$ cat config.mk
export PLATFORM = sky130hd
export DESIGN_NAME = fixed_point_divider
export DESIGN_NICKNAME = d
export VERILOG_FILES = /design/src/rtl/fixed_point_divider.sv
export SDC_FILE = /design/constraint.sdc
export NUM_CORES = 1
export LEC_CHECK = 0
export BUFFER_PORTS_ARGS = -buffer_cell sky130_fd_sc_hd__buf_2
export CAP_MARGIN = 20
export CORE_MARGIN = 2
export CORE_UTILIZATION = 30
export CTS_CLUSTER_DIAMETER = 50
export CTS_CLUSTER_SIZE = 14
export DETAILED_ROUTE_END_ITERATION = 8
export PLACE_DENSITY = 0.55
export REMOVE_ABC_BUFFERS = 1
export SLEW_MARGIN = 15
export SYNTH_ARGS = -nofsm -noshare
export SYNTH_HDL_FRONTEND = slang
export SYNTH_SLANG_ARGS = --single-unit
$ cat constraint.sdc
create_clock -name clk -period 4.8 [get_ports clk]
set_input_delay 0.48 -clock clk [delete_from_list [all_inputs] [get_ports clk]]
set_output_delay 0.48 -clock clk [all_outputs]
set_load 0.02 [all_outputs]
$ cat src/rtl/fixed_point_divider.sv
// Sequential signed fixed-point divider: out = in0 / in1, NBITS total bits,
// DBITS fractional, two's complement. Radix-2 restoring division producing
// one quotient bit per cycle, with valid/ready handshakes on both sides.
// Optional build macro FIXED_POINT_DIVIDER_SAT_EN: saturate the quotient on
// overflow instead of wrapping it.
module fixed_point_divider #(
  parameter int NBITS = 8,
  parameter int DBITS = 4
) (
  input  logic             clk,
  input  logic             rst,
  input  logic             in_val,
  output logic             in_rdy,
  input  logic [NBITS-1:0] in0,
  input  logic [NBITS-1:0] in1,
  output logic             out_val,
  input  logic             out_rdy,
  output logic [NBITS-1:0] out,
  output logic             dbz,
  output logic             ovf
);

  localparam int W  = NBITS + DBITS;   // quotient / shifted-dividend width
  localparam int CW = $clog2(W + 1);   // bit counter width

  // Largest representable magnitudes, expressed at quotient width.
  localparam logic [W-1:0] NEG_LIM = W'(1 << (NBITS - 1));
  localparam logic [W-1:0] POS_LIM = W'((1 << (NBITS - 1)) - 1);

  localparam logic [NBITS-1:0] SAT_POS = {1'b0, {(NBITS-1){1'b1}}};
  localparam logic [NBITS-1:0] SAT_NEG = {1'b1, {(NBITS-1){1'b0}}};

  typedef enum logic [1:0] {
    IDLE = 2'd0,
    CALC = 2'd1,
    DONE = 2'd2
  } state_t;

  state_t           state_q, state_d;
  logic             sign_q,  sign_d;
  logic [NBITS-1:0] dvs_q,   dvs_d;    // |in1|
  logic [W-1:0]     dvd_q,   dvd_d;    // |in0| << DBITS, consumed MSB first
  logic [NBITS:0]   rem_q,   rem_d;
  logic [W-1:0]     quo_q,   quo_d;
  logic [CW-1:0]    cnt_q,   cnt_d;
  logic [NBITS-1:0] out_q,   out_d;
  logic             dbz_q,   dbz_d;
  logic             ovf_q,   ovf_d;

  logic [NBITS-1:0] mag0, mag1;
  logic [NBITS+1:0] rem_shift;
  logic [NBITS+1:0] dvs_ext;
  logic             ge;
  logic [W-1:0]     quo_next;
  logic [NBITS-1:0] res_wrap;
  logic [NBITS-1:0] res_out;
  logic             res_ovf;

  // Operand magnitudes; negating the most negative value yields 2^(NBITS-1).
  always_comb begin
    mag0 = in0[NBITS-1] ? -in0 : in0;
    mag1 = in1[NBITS-1] ? -in1 : in1;
  end

  // One restoring-division step plus the signed result of the final step.
  always_comb begin
    rem_shift = {rem_q, dvd_q[W-1]};
    dvs_ext   = {2'b00, dvs_q};
    ge        = (rem_shift >= dvs_ext);
    quo_next  = (quo_q << 1) | W'(ge);
    res_wrap  = NBITS'(sign_q ? -quo_next : quo_next);
    res_ovf   = sign_q ? (quo_next > NEG_LIM) : (quo_next > POS_LIM);
`ifdef FIXED_POINT_DIVIDER_SAT_EN
    res_out   = res_ovf ? (sign_q ? SAT_NEG : SAT_POS) : res_wrap;
`else
    res_out   = res_wrap;
`endif
  end

  // Next-state and handshake outputs of the IDLE/CALC/DONE controller.
  always_comb begin
    // NOTE: every signal gets its hold/idle value first, so no path through
    // the case statement can leave one unassigned and infer a latch.
    state_d = state_q;
    sign_d  = sign_q;
    dvs_d   = dvs_q;
    dvd_d   = dvd_q;
    rem_d   = rem_q;
    quo_d   = quo_q;
    cnt_d   = cnt_q;
    out_d   = out_q;
    dbz_d   = dbz_q;
    ovf_d   = ovf_q;
    in_rdy  = 1'b0;
    out_val = 1'b0;

    case (state_q)
      IDLE: begin
        in_rdy = 1'b1;
        if (in_val) begin
          sign_d = in0[NBITS-1] ^ in1[NBITS-1];
          dvs_d  = mag1;
          dvd_d  = {mag0, {DBITS{1'b0}}};
          rem_d  = '0;
          quo_d  = '0;
          ovf_d  = 1'b0;
          if (in1 == '0) begin
            // Divide by zero: report it and return the extreme matching in0's sign.
            dbz_d   = 1'b1;
            out_d   = in0[NBITS-1] ? SAT_NEG : SAT_POS;
            state_d = DONE;
          end else begin
            dbz_d   = 1'b0;
            cnt_d   = CW'(W);
            state_d = CALC;
          end
        end
      end

      CALC: begin
        dvd_d = dvd_q << 1;
        rem_d = ge ? (NBITS+1)'(rem_shift - dvs_ext) : (NBITS+1)'(rem_shift);
        quo_d = quo_next;
        cnt_d = cnt_q - CW'(1);
        if (cnt_q == CW'(1)) begin
          out_d   = res_out;
          ovf_d   = res_ovf;
          dbz_d   = 1'b0;
          state_d = DONE;
        end
      end

      DONE: begin
        out_val = 1'b1;
        if (out_rdy) state_d = IDLE;
      end

      default: state_d = IDLE;
    endcase
  end

  // State register with synchronous active-high reset.
  always_ff @(posedge clk) begin
    // NOTE: non-blocking assignments keep every flop sampling pre-edge values.
    if (rst) begin
      state_q <= IDLE;
      sign_q  <= 1'b0;
      dvs_q   <= '0;
      dvd_q   <= '0;
      rem_q   <= '0;
      quo_q   <= '0;
      cnt_q   <= '0;
      out_q   <= '0;
      dbz_q   <= 1'b0;
      ovf_q   <= 1'b0;
    end else begin
      state_q <= state_d;
      sign_q  <= sign_d;
      dvs_q   <= dvs_d;
      dvd_q   <= dvd_d;
      rem_q   <= rem_d;
      quo_q   <= quo_d;
      cnt_q   <= cnt_d;
      out_q   <= out_d;
      dbz_q   <= dbz_d;
      ovf_q   <= ovf_d;
    end
  end

  assign out = out_q;
  assign dbz = dbz_q;
  assign ovf = ovf_q;

endmodule
# After elaboration in Yosys (flattened, before gate mapping)
# Cells that the tools add are included.
word_totals:
  reg_bits: 57
  output_inout_bits: 12
  word_cells: 70
classes:
  addsub: 5
  n_lt_le_gt_ge: 3
  eq_ne: 8
  n_mux: 33
  bitwise: 2
  reduce_logical: 9
op_table:
  columns: ["op", "count"]
  rows:
  - ["$mux 8", 7]
  - ["$neg 8->8", 3]
  - ["$pmux 12 s2", 1]
  - ["$pmux 11 s2", 1]
  - ["$mux 9", 2]
  - ["$pmux 9 s2", 1]
  - ["$pmux 8 s2", 1]
  - ["$gt 12x7->1 const B", 1]
  - ["$gt 12x8->1 const B", 1]
  - ["$mux 12", 1]
  - ["$or 12x1->12", 1]
  - ["$mux 11", 1]
  - ["$ge 10x8->1", 1]
  - ["$ne 2x2->1 const B", 5]
  - ["$reduce_and 3->1", 3]
  - ["$sub 9x8->9", 1]
  - ["$logic_not 8->1", 1]
  - ["$mux 1", 8]
  - ["$mux 2", 4]
  - ["$mux 4", 2]
  - ["$pmux 4 s2", 1]
  - ["$pmux 2 s3", 1]
  - ["$eq 4x1->1 const B", 1]
  - ["$pmux 1 s2", 2]
  - ["other kinds (8)", 9]

# Longest topological paths before layout
# Gate-level depths: netlist of run 1.
depth:
  ltp_word: 6
  depth_mapped: 14
  depth_no_buf: 14

# Worst setup path before layout of run 1
# OpenSTA, ideal clock, no wires.
synth_timing:
  path_kind: "reg2reg"
  startpoint: "register dvd_q[11]"
  endpoint: "register ovf_q (netlist: ovf)"
  arrival_ps: 2422
  required_time_ps: 4672
  slack_ps: 2251
  stages_incl_launch_ff: 15
  path_buffers: 0
  cell_sequence: "dfxtp_1 -> inv_1 -> ha_1 -> fa_1 -> nand2b_1 -> a21oi_1 -> o21a_1 -> or4_4 -> inv_1 -> ha_1 -> nand2_1 -> o31ai_1 -> a21oi_1 -> a31oi_1 -> nor2_1"
synth_between:
  elab_chain_cells: 6
synth_lines:
  columns: ["element", "line_no", "rtl"]
  rows:
  - ["from (decl)", "42", "logic [W-1:0] dvd_q, dvd_d;"]
  - ["from (signal assigned)", "160", "dvd_q <= dvd_d;"]
  - ["$ge 10x8->1 *", "69", "ge = (rem_shift >= dvs_ext);"]
  - ["$or 12x1->12 *", "70", "quo_next = (quo_q << 1) | W'(ge);"]
  - ["$gt 12x7->1 or $gt 12x8->1 (tied branches)", "72", "res_ovf = sign_q ? (quo_next > NEG_LIM) : (quo_next > POS_LIM);"]
  - ["$mux 1 *", "72", null]
  - ["$mux 1 *", "125", "if (cnt_q == CW'(1)) begin"]
  - ["$pmux 1 s2 *", "97", "case (state_q)"]
  - ["to (signal assigned)", "166", "ovf_q <= ovf_d;"]
  - ["to (decl)", "48", "logic ovf_q, ovf_d;"]
# Mark *: on every way between the ends. The rest lies on a longest branch, timed or not. The select of a mux whose other input is x is not followed.
# A chain may end at the register's enable or synchronous reset.

# Worst setup path in the final report of run 1
# Ends and elaborated chain as after synthesis.

==> results of run 1 <==
worst max-delay path: cells and delay by family (launching register included):
family	cells	cell delay, ns
compound gates	5	0.82
buf+inv	2	0.24
flops	1	0.32
fa+ha+maj	3	0.62
simple gates	4	0.87
cell type report:
type / instances / area (um2)
inverter: 20 / 75.1
sequential: 53 / 1060
fill: 1062 / 6400
multi-input combinational: 273 / 1760
tap: 133 / 166
timing repair buffer: 34 / 178
clock buffer: 7 / 86.3
sequential cells by signal (all words and copies together) (netlist names):
name,flops
quo_q,11
rem_q,9
dvd_q,8
dvs_q,8
out,8
cnt_q,4
state_q,2
dbz,1
ovf,1
sign_q,1
routing by layer:
metal,vias up,wire length [um]
met3,11,279
li1,1342,-
met2,46,3310
met1,1241,3430
met5,-,0
met4,0,97
power by group through the flow:
stage               sequential [mW]  clock (mW)  combinational [mW]
global placement              0.515           0               0.424
floorplan                     0.512           0               0.322
CTS                           0.505       0.264               0.434
detailed placement            0.515           0               0.432
finish                        0.505       0.259               0.435
global route                  0.511       0.283               0.487
kinds of logic (layout without fill, tap and decap cells):
| logic type | after synthesis | in the layout | share of synthesized area (%) |
|---|---|---|---|
| simple gates | 140 | 140 | 22.2 |
| compound gates | 90 | 90 | 21.8 |
| flops | 53 | 53 | 35.6 |
| buf+inv | 39 | 61 | 5.28 |
| xor+xnor | 19 | 19 | 5.58 |
| fa+ha+maj | 14 | 14 | 6.12 |
| mux | 10 | 10 | 3.44 |
Yosys cell counts (2+ instances only):
| cell | n | area [um2] |
|---|---|---|
| nand3_1 | 3 | 15.0 |
| xor2_1 | 5 | 43.8 |
| nor4_1 | 5 | 31.3 |
| o21ai_0 | 7 | 35.0 |
| inv_1 | 20 | 75.1 |
| a22oi_1 | 10 | 75.1 |
| nor2b_1 | 5 | 31.3 |
| or3_1 | 4 | 25.0 |
| buf_2 | 3 | 15.0 |
| a31oi_1 | 5 | 31.3 |
| mux2_2 | 2 | 22.5 |
| a22o_2 | 2 | 20.0 |
| nand2b_1 | 9 | 56.3 |
| o31ai_1 | 7 | 52.6 |
| nor3_1 | 10 | 50.1 |
| clkbuf_1 | 14 | 52.6 |
| a211oi_1 | 12 | 90.1 |
| mux2i_1 | 8 | 80.1 |
| nand4_1 | 3 | 18.8 |
| nand2_1 | 33 | 124 |
| xnor2_1 | 14 | 123 |
| o21a_1 | 4 | 30.0 |
| nor2_1 | 57 | 214 |
| a222oi_1 | 6 | 60.1 |
| o22ai_1 | 2 | 12.5 |
| ha_1 | 13 | 163 |
| a21oi_1 | 22 | 110 |
| dfxtp_1 | 53 | 1060 |
path summary, 6_finish.rpt:
path,end,slack (ns)
max,ovf,1.84
max reg2reg,ovf,1.84
min,state_q[1],0.43
min reg2reg,dvs_q[7],0.46
==> metrics.log, run 1 <==
[metrics] result of the run: finished clean
[metrics] ratio of final minimum period to clock period: ~62%
[metrics] DRT Wirelength: 7120 um
[metrics] number of synthesized flops with an enable pin: 0
[metrics] met3 capacity usage during global routing: ~2.6%
[metrics] number of design-rule violations left by the first detailed-router iteration: roughly 130
[metrics] crit end category: flip-flop
[metrics] gpl congestion: approximately 0.80
[metrics] fraction of power spent switching nets: 35.9%
[metrics] Min-Delay Path Class: in -> reg
[metrics] RSZ-0062 raised after global routing: no
[metrics] register bit count reported by yosys: between 50 and 60
[metrics] power density over cell area: roughly 360 nW/um2
[metrics] number of instances on the worst hold path: 3
[metrics] count of cells along the worst register-to-register path: 14
[metrics] post-CTS setup buffers: 0
[metrics] Clock Power Share: between 20 and 25%
[metrics] via count of the first global-routing pass: between 2000 and 3000
[metrics] Logic pwr share: ~36%
[metrics] post-layout instance area: approximately 3300 um2
[metrics] count of synthesis-stage warnings from yosys: 0
[metrics] count of distinct cell types in the synthesized netlist: 55
[metrics] first-pass GRT wire length: roughly 12000 um
[metrics] standard-cell rows: 36
[metrics] data arrival time of the critical path: roughly 3.2 ns
[metrics] DP Cell Count: about 510
[metrics] number of instances in the synthesized netlist: roughly 370
[metrics] share of flip-flops with an asynchronous set or reset: 0%
[metrics] estimated wirelength of the detail-placed design: ~5200 um
[metrics] crit start category: flip-flop
[metrics] fraction of met2 tracks used by global routing: between 20% and 30%
[metrics] leading cell type in the layout, fill and taps excluded: nor2_1
[metrics] clock root buffer: clkbuf_8
[metrics] total placed instance area: between 3000 and 4000 um2
[metrics] final setup TNS: 0 ns
[metrics] CORE AREA: 9730 um2
[metrics] buffer levels on the longest clock path: 2
[metrics] headroom to the max-slew limit: a little under half
[metrics] global-route congestion overflow total: 0
[metrics] vias after detailed routing: 2640
[metrics] routed via count divided by cell count: 5.08
[metrics] slowest cell on the critical path: or4_4
[metrics] power share of the sequential group: 42.2%
[metrics] critical-path cell list: inv_1 -> ha_1 -> fa_1 -> nand2b_1 -> a21oi_1 -> o21a_1 -> or4_4 -> inv_1 -> ha_1 -> nand2_1 -> o31ai_1 -> a21oi_1 -> a31oi_1 -> nor2_1
[metrics] global routing usage on met1: 17.0%
[metrics] final cell utilization of the core: roughly a third
[metrics] Tmin final: roughly 3.0 ns
[metrics] mean instance size in the synthesized netlist: between 8 and 9 um2
[metrics] Power Total: about 1.2 mW
[metrics] highest clock rate: 0.338 GHz
[metrics] number of hold violations in the final report: 0
[metrics] global routing usage summed across all routing layers: 13.5%
[metrics] Worst EP required: between 5 and 6 ns
[metrics] final instance count without filler cells: between 500 and 600
[metrics] share of the yosys chip area belonging to registers: between 30 and 40%
[metrics] proportion of layout cells with a drive suffix above 1: roughly 14%
[metrics] number of slew-limit violations in the final report: 0
[metrics] I/O pin total: 32
[metrics] Crit Path Category: reg -> reg
[metrics] busiest metal layer after global routing: met2
[metrics] internal power: roughly 770 uW
[metrics] largest stage delay on the critical path: 0.60 ns
[metrics] critical path peak fanout: 10
[metrics] total net switching power: roughly 430 uW
[metrics] count of input and output buffers: 31
[metrics] layout overhead on the synthesized area: 11.7%
[metrics] Routed wire per std cell: between 10 and 15 um
[metrics] CTS hold repair buffers: 0
[metrics] worst setup path startpoint: dvd_q[11]
[metrics] startpoint of the most critical register-to-register path: dvd_q[11]
[metrics] transition time at the pin with the least slew margin: just under 0.8 ns
[metrics] Setup WS pre-CTS: ~1.9 ns
[metrics] Clk pin slew, worst setup/hold paths: approximately 0.10 ns
[metrics] DRC violations left: 0
[metrics] 1st-pass router iterations: 6
[metrics] final count of negative-setup-slack endpoints: 0
[metrics] CTS Sinks: 53
[metrics] Inserted Clock Buffers: 5
[metrics] maximum level of the CTS H-tree: 2
[metrics] height of the die: 104 um
[metrics] Setup WS post-layout: 1.84 ns
[metrics] cell area after synthesis: between 2000 and 3000 um2
[metrics] maximum number of pins on one net before global-route repair: 29
[metrics] antenna violations before repair: 0
[metrics] post-cts sizing count: 0
[metrics] number of antenna cells inserted: 0
[metrics] number of nets with antenna violations after detailed routing: 0
[metrics] Initial Utilization: roughly 30%
[metrics] Min-Delay Startpoint: out_rdy
[metrics] net count reported at finish: 421
[metrics] leak pwr: ~1.3 nW
[metrics] clock latency of the later-clocked register in the worst-skew pair: 0.31 ns
[metrics] die span in x: slightly above 100 um
[metrics] reported max-cap violation count: 0
[metrics] highest-count cells in the layout ignoring fill and taps: 57 x nor2_1, 53 x dfxtp_1, 33 x nand2_1, 31 x buf_2, 22 x a21oi_1
[metrics] worst clock skew on the final layout: between 0.01 and 0.015 ns
[metrics] hold_ws: ~0.43 ns
[metrics] area of the die: roughly 11000 um2
[metrics] TritonCTS clock tree: built
[metrics] peak ir drop on the vdd network: 0.000129 V
[metrics] top_reg_cell synth: dfxtp_1
(Power assumes the default switching activity.)
==> inputs of run 2 (changes only) <==
--- a/config.mk
+++ b/config.mk
@@ -12,7 +12,7 @@
 export CTS_CLUSTER_DIAMETER = 50
 export CTS_CLUSTER_SIZE = 14
 export DETAILED_ROUTE_END_ITERATION = 8
-export PLACE_DENSITY = 0.55
+export PLACE_DENSITY = 0.57
 export REMOVE_ABC_BUFFERS = 1
 export SLEW_MARGIN = 15
 export SYNTH_ARGS = -nofsm -noshare
==> constraint.sdc (replaced) <==
create_clock -name clk -period 2.7 [get_ports clk]
set_input_delay 0.27 -clock clk [delete_from_list [all_inputs] [get_ports clk]]
set_output_delay 0.27 -clock clk [all_outputs]
set_load 0.02 [all_outputs]
==> metrics.log, run 2 (synthesis results as in run 1) <==
[metrics] vias after detailed routing: 2656 (+0.61%)
[metrics] Clk pin slew, worst setup/hold paths: 0.10 ns (about the same)
[metrics] CORE AREA: 9730 um2 (unchanged)
[metrics] maximum number of pins on one net before global-route repair: 28 (-3.4%)
[metrics] power density over cell area: 652 nW/um2 (+81%)
[metrics] leak pwr: 1.38 nW (+4.8%)
[metrics] Setup WS post-layout: 0.127 ns (-1.71 ns)
[metrics] net count reported at finish: 432 (+2.6%)
[metrics] Tmin final: 2.57 ns (-0.388 ns)
[metrics] TritonCTS clock tree: built
[metrics] number of hold violations in the final report: 0 (unchanged)
[metrics] final instance count without filler cells: 532 (+2.3%)
[metrics] routed via count divided by cell count: 4.99 (-1.7%)
[metrics] via count of the first global-routing pass: 2574 (-4.1%)
[metrics] Regs by FF count: quo_q (11), rem_q (9)
[metrics] peak ir drop on the vdd network: 0.000242 V (+88%)
[metrics] 1st-pass router iterations: 4 (-2)
[metrics] CTS Sinks: 53 (unchanged)
[metrics] crit start category: flip-flop
[metrics] Logic pwr share: 39.8% (+3.5 points)
[metrics] proportion of layout cells with a drive suffix above 1: 21.3% (+6.8 points)
[metrics] number of slew-limit violations in the final report: 0 (unchanged)
[metrics] standard-cell rows: 36 (unchanged)
[metrics] highest-count cells in the layout ignoring fill and taps: 57 x nor2_1, 49 x dfxtp_1, 33 x nand2_1, 31 x buf_2, 22 x a21oi_1
[metrics] number of nets with antenna violations after detailed routing: 0 (unchanged)
[metrics] first-pass GRT wire length: 12300 um (+0.34%)
[metrics] headroom to the max-slew limit: 56.6% (+8.7 points)
[metrics] highest clock rate: 0.389 GHz (+15%)
[metrics] ratio of final minimum period to clock period: 95.3% (+34 points)
[metrics] flip-flop count of the largest register after layout: 11 (unchanged)
[metrics] fraction of power spent switching nets: 35.7% (-0.14 points)
[metrics] r2r setup slk: 0.13 ns (-1.71 ns)
[metrics] crit end category: flip-flop
[metrics] Routed wire per std cell: 13.4 um (-1.8%)
[metrics] count of cells along the worst register-to-register path: 14 (unchanged)
[metrics] Setup WS pre-CTS: 0.0632 ns (-1.80 ns)
[metrics] antenna violations before repair: 0 (unchanged)
[metrics] count of input and output buffers: 31 (unchanged)
[metrics] estimated wirelength of the detail-placed design: 5160 um (-0.85%)
[metrics] number of design-rule violations left by the first detailed-router iteration: 153 (+15%)
[metrics] internal power: 1.47 mW (+91%)
[metrics] global-route congestion overflow total: 0 (unchanged)
[metrics] post-layout instance area: 3500 um2 (+5.1%)
[metrics] power share of the sequential group: 39.3% (-2.9 points)
[metrics] final cell utilization of the core: 36.0% (+1.8 points)
[metrics] DP Cell Count: 522 (+1.8%)
[metrics] maximum level of the CTS H-tree: 2 (unchanged)
[metrics] transition time at the pin with the least slew margin: 0.648 ns (-0.130 ns)
[metrics] Worst Hold End: state_q[1]
[metrics] Crit Path Category: reg -> reg
[metrics] result of the run: finished clean
[metrics] height of the die: 104 um (unchanged)
[metrics] Inserted Clock Buffers: 5 (unchanged)
[metrics] Min-Delay Path Class: in -> reg
[metrics] clock latency of the later-clocked register in the worst-skew pair: 0.31 ns (about the same)
[metrics] startpoint of the most critical register-to-register path: dvd_q[11]
[metrics] gpl congestion: 0.798 (+0.13%)
[metrics] worst clock skew on the final layout: 0.00908 ns (-0.00414 ns)
[metrics] total placed instance area: 3310 um2 (+2.1%)
[metrics] Min-Delay Startpoint: out_rdy
[metrics] final count of negative-setup-slack endpoints: 0 (unchanged)
[metrics] Worst EP required: 2.91 ns (-2.10 ns)
[metrics] total net switching power: 817 uW (+90%)
[metrics] register ranked first by flip-flop count: quo_q
[metrics] DRT Wirelength: 7150 um (+0.46%)
[metrics] leading cell type in the layout, fill and taps excluded: nor2_1
[metrics] DRC violations left: 0 (unchanged)
[metrics] reported max-cap violation count: 0 (unchanged)
[metrics] I/O pin total: 32 (unchanged)
[metrics] clock root buffer: clkbuf_8
[metrics] end of the worst register-to-register path: ovf
[metrics] buffer levels on the longest clock path: 2 (unchanged)
[metrics] area of the die: 10800 um2 (unchanged)
[metrics] CTS hold repair buffers: 0 (unchanged)
[metrics] global routing usage summed across all routing layers: 13.6% (+0.098 points)
[metrics] number of instances on the worst hold path: 3 (unchanged)
[metrics] critical path peak fanout: 3 (-7)
[metrics] die span in x: 104 um (unchanged)
[metrics] data arrival time of the critical path: 2.78 ns (-0.39 ns)
[metrics] Clock Power Share: 20.9% (-0.7 points)
[metrics] number of antenna cells inserted: 0 (unchanged)
[metrics] layout overhead on the synthesized area: 17.4%
[metrics] Initial Utilization: 30.7% (unchanged)
[metrics] Power Total: 2.28 mW (+90%)
## run 2: changes by cell type in the layout (fill, tap and decap cells not counted), moves of 2 or more
cell and change:
buf_4 +11, dfxtp_1 -4, dfxtp_2 +4, ha_1 -6, ha_2 +2, ha_4 +4, inv_1 -2
## run 2: how the worst max path moves through the flow
stage,startpoint,end,slack (ns),cells after the start
2_1_floorplan,dvd_q[11],ovf,0.07,14
3_3_place_gp,dvd_q[11],ovf,0.13,14
3_5_place_dp,dvd_q[11],ovf,0.06,14
4_1_cts,dvd_q[11],ovf,0.05,14
5_1_grt,dvd_q[11],ovf,-0.01,14
6_report,dvd_q[11],ovf,0.13,14
## run 2: per-layer routing
| layer | GRT usage [%] | up-vias | part of all wire [%] |
|---|---|---|---|
| li1 | - | 1368 | - |
| met4 | 3.28 | 0 | 0.97 |
| met1 | 18.6 | 1244 | 50 |
| met5 | 0 | - | 0 |
| met2 | 22.6 | 37 | 46 |
| met3 | 2.20 | 7 | 2.6 |
## run 2: area by class of cell
| type | count | area (um2) |
|---|---|---|
| Fill cell | 1058 | 6230 |
| Multi-Input combinational cell | 273 | 1840 |
| Sequential cell | 53 | 1070 |
| Timing Repair Buffer | 45 | 260 |
| Tap cell | 133 | 166 |
| Clock buffer | 6 | 82.6 |
| Inverter | 20 | 77.6 |
| Clock inverter | 2 | 13.8 |
## run 2: worst max-delay path, cell delays in order (launching register included)
cell      delay, ns
dfxtp_2        0.33
inv_2          0.07
ha_4           0.14
fa_2           0.21
nand2b_4       0.12
a21oi_1        0.07
o21a_1         0.19
or4_4          0.53
inv_4          0.08
ha_4           0.13
nand2_1        0.07
o31ai_2        0.23
a21oi_1        0.09
a31oi_1        0.15
nor2_1         0.05
## run 2: power by group through the flow
stage	combinational (mW)	clock, mW	sequential, mW
final	0.908	0.477	0.899
after floorplan	0.573	0	0.911
after detailed placement	0.842	0	0.913
after global routing	1.02	0.531	0.909
after global placement	0.836	0	0.912
after CTS	0.846	0.493	0.896
## run 2: what timing repair did
item / in CTS / in global routing
setup endpoints to repair: 0 / 4
setup buffers: 0 / 2
resized for setup: 0 / 20
## run 2: metrics by stage
step	hold WS, ns	TNS (ns)
floorplan	0.339	0
global route	0.234	-0.0145
global placement	0.452	0
detailed placement	0.457	0
finish	0.215	0
CTS	0.208	0
==> inputs of run 3 (changes only) <==
--- a/config.mk
+++ b/config.mk
@@ -7,13 +7,13 @@
 export LEC_CHECK = 0
 export BUFFER_PORTS_ARGS = -buffer_cell sky130_fd_sc_hd__buf_2
 export CAP_MARGIN = 20
+export CORE_ASPECT_RATIO = 1.5
 export CORE_MARGIN = 2
 export CORE_UTILIZATION = 30
 export CTS_CLUSTER_DIAMETER = 50
 export CTS_CLUSTER_SIZE = 14
 export DETAILED_ROUTE_END_ITERATION = 8
 export PLACE_DENSITY = 0.57
-export REMOVE_ABC_BUFFERS = 1
 export SLEW_MARGIN = 15
 export SYNTH_ARGS = -nofsm -noshare
 export SYNTH_HDL_FRONTEND = slang
==> metrics.log, run 3 (synthesis results as in run 1) <==
[metrics] result of the run: finished clean
[metrics] number of hold violations in the final report: 0 (unchanged)
[metrics] I/O pin total: 32 (unchanged)
[metrics] area of the die: 10800 um2 (+0.15%)
[metrics] vias after detailed routing: 2739 (+3.1%)
[metrics] data arrival time of the critical path: 2.81 ns (+0.03 ns)
[metrics] leading cell type in the layout, fill and taps excluded: nor2_1
[metrics] Setup WS pre-CTS: 0.0616 ns (-0.00160 ns)
[metrics] net count reported at finish: 435 (+0.69%)
[metrics] Routed wire per std cell: 14.3 um (+6.7%)
[metrics] number of instances on the worst hold path: 3 (unchanged)
[metrics] register ranked first by flip-flop count: quo_q
[metrics] height of the die: 126 um (+22%)
[metrics] power share of the sequential group: 36.9% (-2.4 points)
[metrics] first-pass GRT wire length: 12700 um (+3.3%)
[metrics] global routing usage summed across all routing layers: 14.5% (+0.87 points)
[metrics] Tmin final: 2.63 ns (+0.0555 ns)
[metrics] Min-Delay Startpoint: out_rdy
[metrics] headroom to the max-slew limit: 58.1% (+1.4 points)
[metrics] number of design-rule violations left by the first detailed-router iteration: 163 (+6.5%)
[metrics] total nets after synthesis: between 300 and 400
[metrics] proportion of layout cells with a drive suffix above 1: 20.9% (-0.41 points)
[metrics] r2r setup slk: 0.07 ns (-0.06 ns)
[metrics] Regs by FF count: quo_q (11), rem_q (9)
[metrics] RSZ-0062 raised after global routing: yes
[metrics] antenna violations before repair: 0 (unchanged)
[metrics] Crit Path Category: reg -> reg
[metrics] startpoint of the most critical register-to-register path: dvd_q[11]
[metrics] count of input and output buffers: 31 (unchanged)
[metrics] clock root buffer: clkbuf_16
[metrics] estimated wirelength of the detail-placed design: 5590 um (+8.3%)
[metrics] DRC violations left: 0 (unchanged)
[metrics] Inserted Clock Buffers: 5 (unchanged)
[metrics] CORE AREA: 9690 um2 (-0.41%)
[metrics] Min-Delay Path Class: in -> reg
[metrics] Clock Power Share: 25.5% (+4.6 points)
[metrics] Worst Hold End: state_q[1]
[metrics] ratio of final minimum period to clock period: 97.3% (+2.1 points)
[metrics] DRT Wirelength: 7410 um (+3.7%)
[metrics] highest-count cells in the layout ignoring fill and taps: 57 x nor2_1, 50 x dfxtp_1, 32 x nand2_1, 31 x buf_2, 21 x a21oi_1
[metrics] reported max-cap violation count: 0 (unchanged)
[metrics] fraction of power spent switching nets: 33.8% (-1.9 points)
[metrics] count of cells along the worst register-to-register path: 14 (unchanged)
[metrics] global-route congestion overflow total: 0 (unchanged)
[metrics] Setup WS post-layout: 0.0716 ns (-0.0555 ns)
[metrics] Initial Utilization: 30.8% (+0.13 points)
[metrics] standard-cell rows: 44 (+22%)
[metrics] number of slew-limit violations in the final report: 0 (unchanged)
[metrics] crit start category: flip-flop
[metrics] end of the worst register-to-register path: ovf
[metrics] die span in x: 85.4 um (-18%)
[metrics] DP Cell Count: 506 (-3.1%)
[metrics] CTS hold repair buffers: 0 (unchanged)
[metrics] maximum number of pins on one net before global-route repair: 30 (+7.1%)
[metrics] critical path peak fanout: 3 (unchanged)
[metrics] flip-flop count of the largest register after layout: 11 (unchanged)
[metrics] layout overhead on the synthesized area: 18.8%
[metrics] peak ir drop on the vdd network: 0.000239 V (-1.2%)
[metrics] buffer levels on the longest clock path: 2 (unchanged)
[metrics] final instance count without filler cells: 517 (-2.8%)
[metrics] power density over cell area: 691 nW/um2 (+5.9%)
[metrics] maximum level of the CTS H-tree: 2 (unchanged)
[metrics] via count of the first global-routing pass: 2749 (+6.8%)
[metrics] Clk pin slew, worst setup/hold paths: 0.07 ns (-0.03 ns)
[metrics] 1st-pass router iterations: 4 (unchanged)
[metrics] Worst EP required: 2.88 ns (-0.03 ns)
[metrics] clock latency of the later-clocked register in the worst-skew pair: 0.30 ns (about the same)
[metrics] final count of negative-setup-slack endpoints: 0 (unchanged)
[metrics] routed via count divided by cell count: 5.30 (+6.1%)
[metrics] internal power: 1.62 mW (+10%)
[metrics] total net switching power: 828 uW (+1.4%)
[metrics] TritonCTS clock tree: built
[metrics] Logic pwr share: 37.6% (-2.2 points)
[metrics] hold_ws: 0.239 ns (+0.0242 ns)
[metrics] gpl congestion: 0.802 (+0.59%)
[metrics] transition time at the pin with the least slew margin: 0.627 ns (-0.0213 ns)
[metrics] number of nets with antenna violations after detailed routing: 0 (unchanged)
[metrics] worst clock skew on the final layout: 0.0102 ns (+0.00109 ns)
[metrics] number of antenna cells inserted: 0 (unchanged)
[metrics] highest clock rate: 0.380 GHz (-2.1%)
[metrics] leak pwr: 1.41 nW (+2.0%)
[metrics] Power Total: 2.45 mW (+7.1%)
[metrics] CTS Sinks: 53 (unchanged)
[metrics] crit end category: flip-flop
## run 3: cell types whose count changed in the layout (fill, tap and decap cells not counted), sizes merged
| cell | change |
|---|---|
| clkinvlp | +1 |
| buf | +3 |
| clkbuf | +1 |
| clkinv | -2 |
## run 3: worst max-delay path: stages, from the launching register on
cell and delay (ns):
dfxtp_2 0.32, inv_2 0.08, ha_4 0.15, fa_2 0.22
nand2b_4 0.13, a21oi_2 0.06, o21a_1 0.21, or4_4 0.54
inv_4 0.08, ha_4 0.14, nand2_2 0.05, o31ai_1 0.23
a21oi_1 0.09, a31oi_1 0.14, nor2_1 0.06
## run 3: routing by layer
layer,up-vias,global-route usage [%],routed length (um)
li1,1372,-,-
met1,1280,16.7,3000
met2,70,25.7,3850
met3,17,2.49,348
met4,0,6.63,213
met5,-,0,0
## run 3: layout make-up
class                      count  area (um2)
clock buffer                   7         133
clock inverter                 1        7.51
fill                        1013        6150
inverter                      20        77.6
multi-input combinational    273        1830
sequential                    53        1060
tap                          115         144
timing repair buffer          48         283
## run 3: worst max path at each step
stage	cells past startpoint	from	endpoint
after floorplan	14	dvd_q[11]	ovf
after global placement	14	dvd_q[11]	ovf
after detailed placement	14	dvd_q[11]	ovf
after CTS	14	dvd_q[11]	ovf
after global routing	14	dvd_q[11]	ovf
final	14	dvd_q[11]	ovf
## run 3: power by group through the flow
stage	Combinational, mW	Sequential, mW	Clock [mW]
after floorplan	0.628	0.904	0
after global placement	0.832	0.915	0
after detailed placement	0.843	0.917	0
after CTS	0.846	0.900	0.639
after global routing	1.04	0.911	0.669
final	0.920	0.903	0.625
## run 3: metrics by stage
stage	TNS, ns	area (um2)	util, %
finish	0	3540	36.6
global route	-0.0825	3540	36.6
CTS	0	3440	35.6
detailed placement	0	3300	34.1
global placement	0	3300	34.1
floorplan	0	2980	-
## run 3: timing repair
item,4_1_cts,5_1_grt
setup buffers,0,3
resized for setup,0,17
hold endpoints to repair,0,0
setup endpoints to repair,0,5
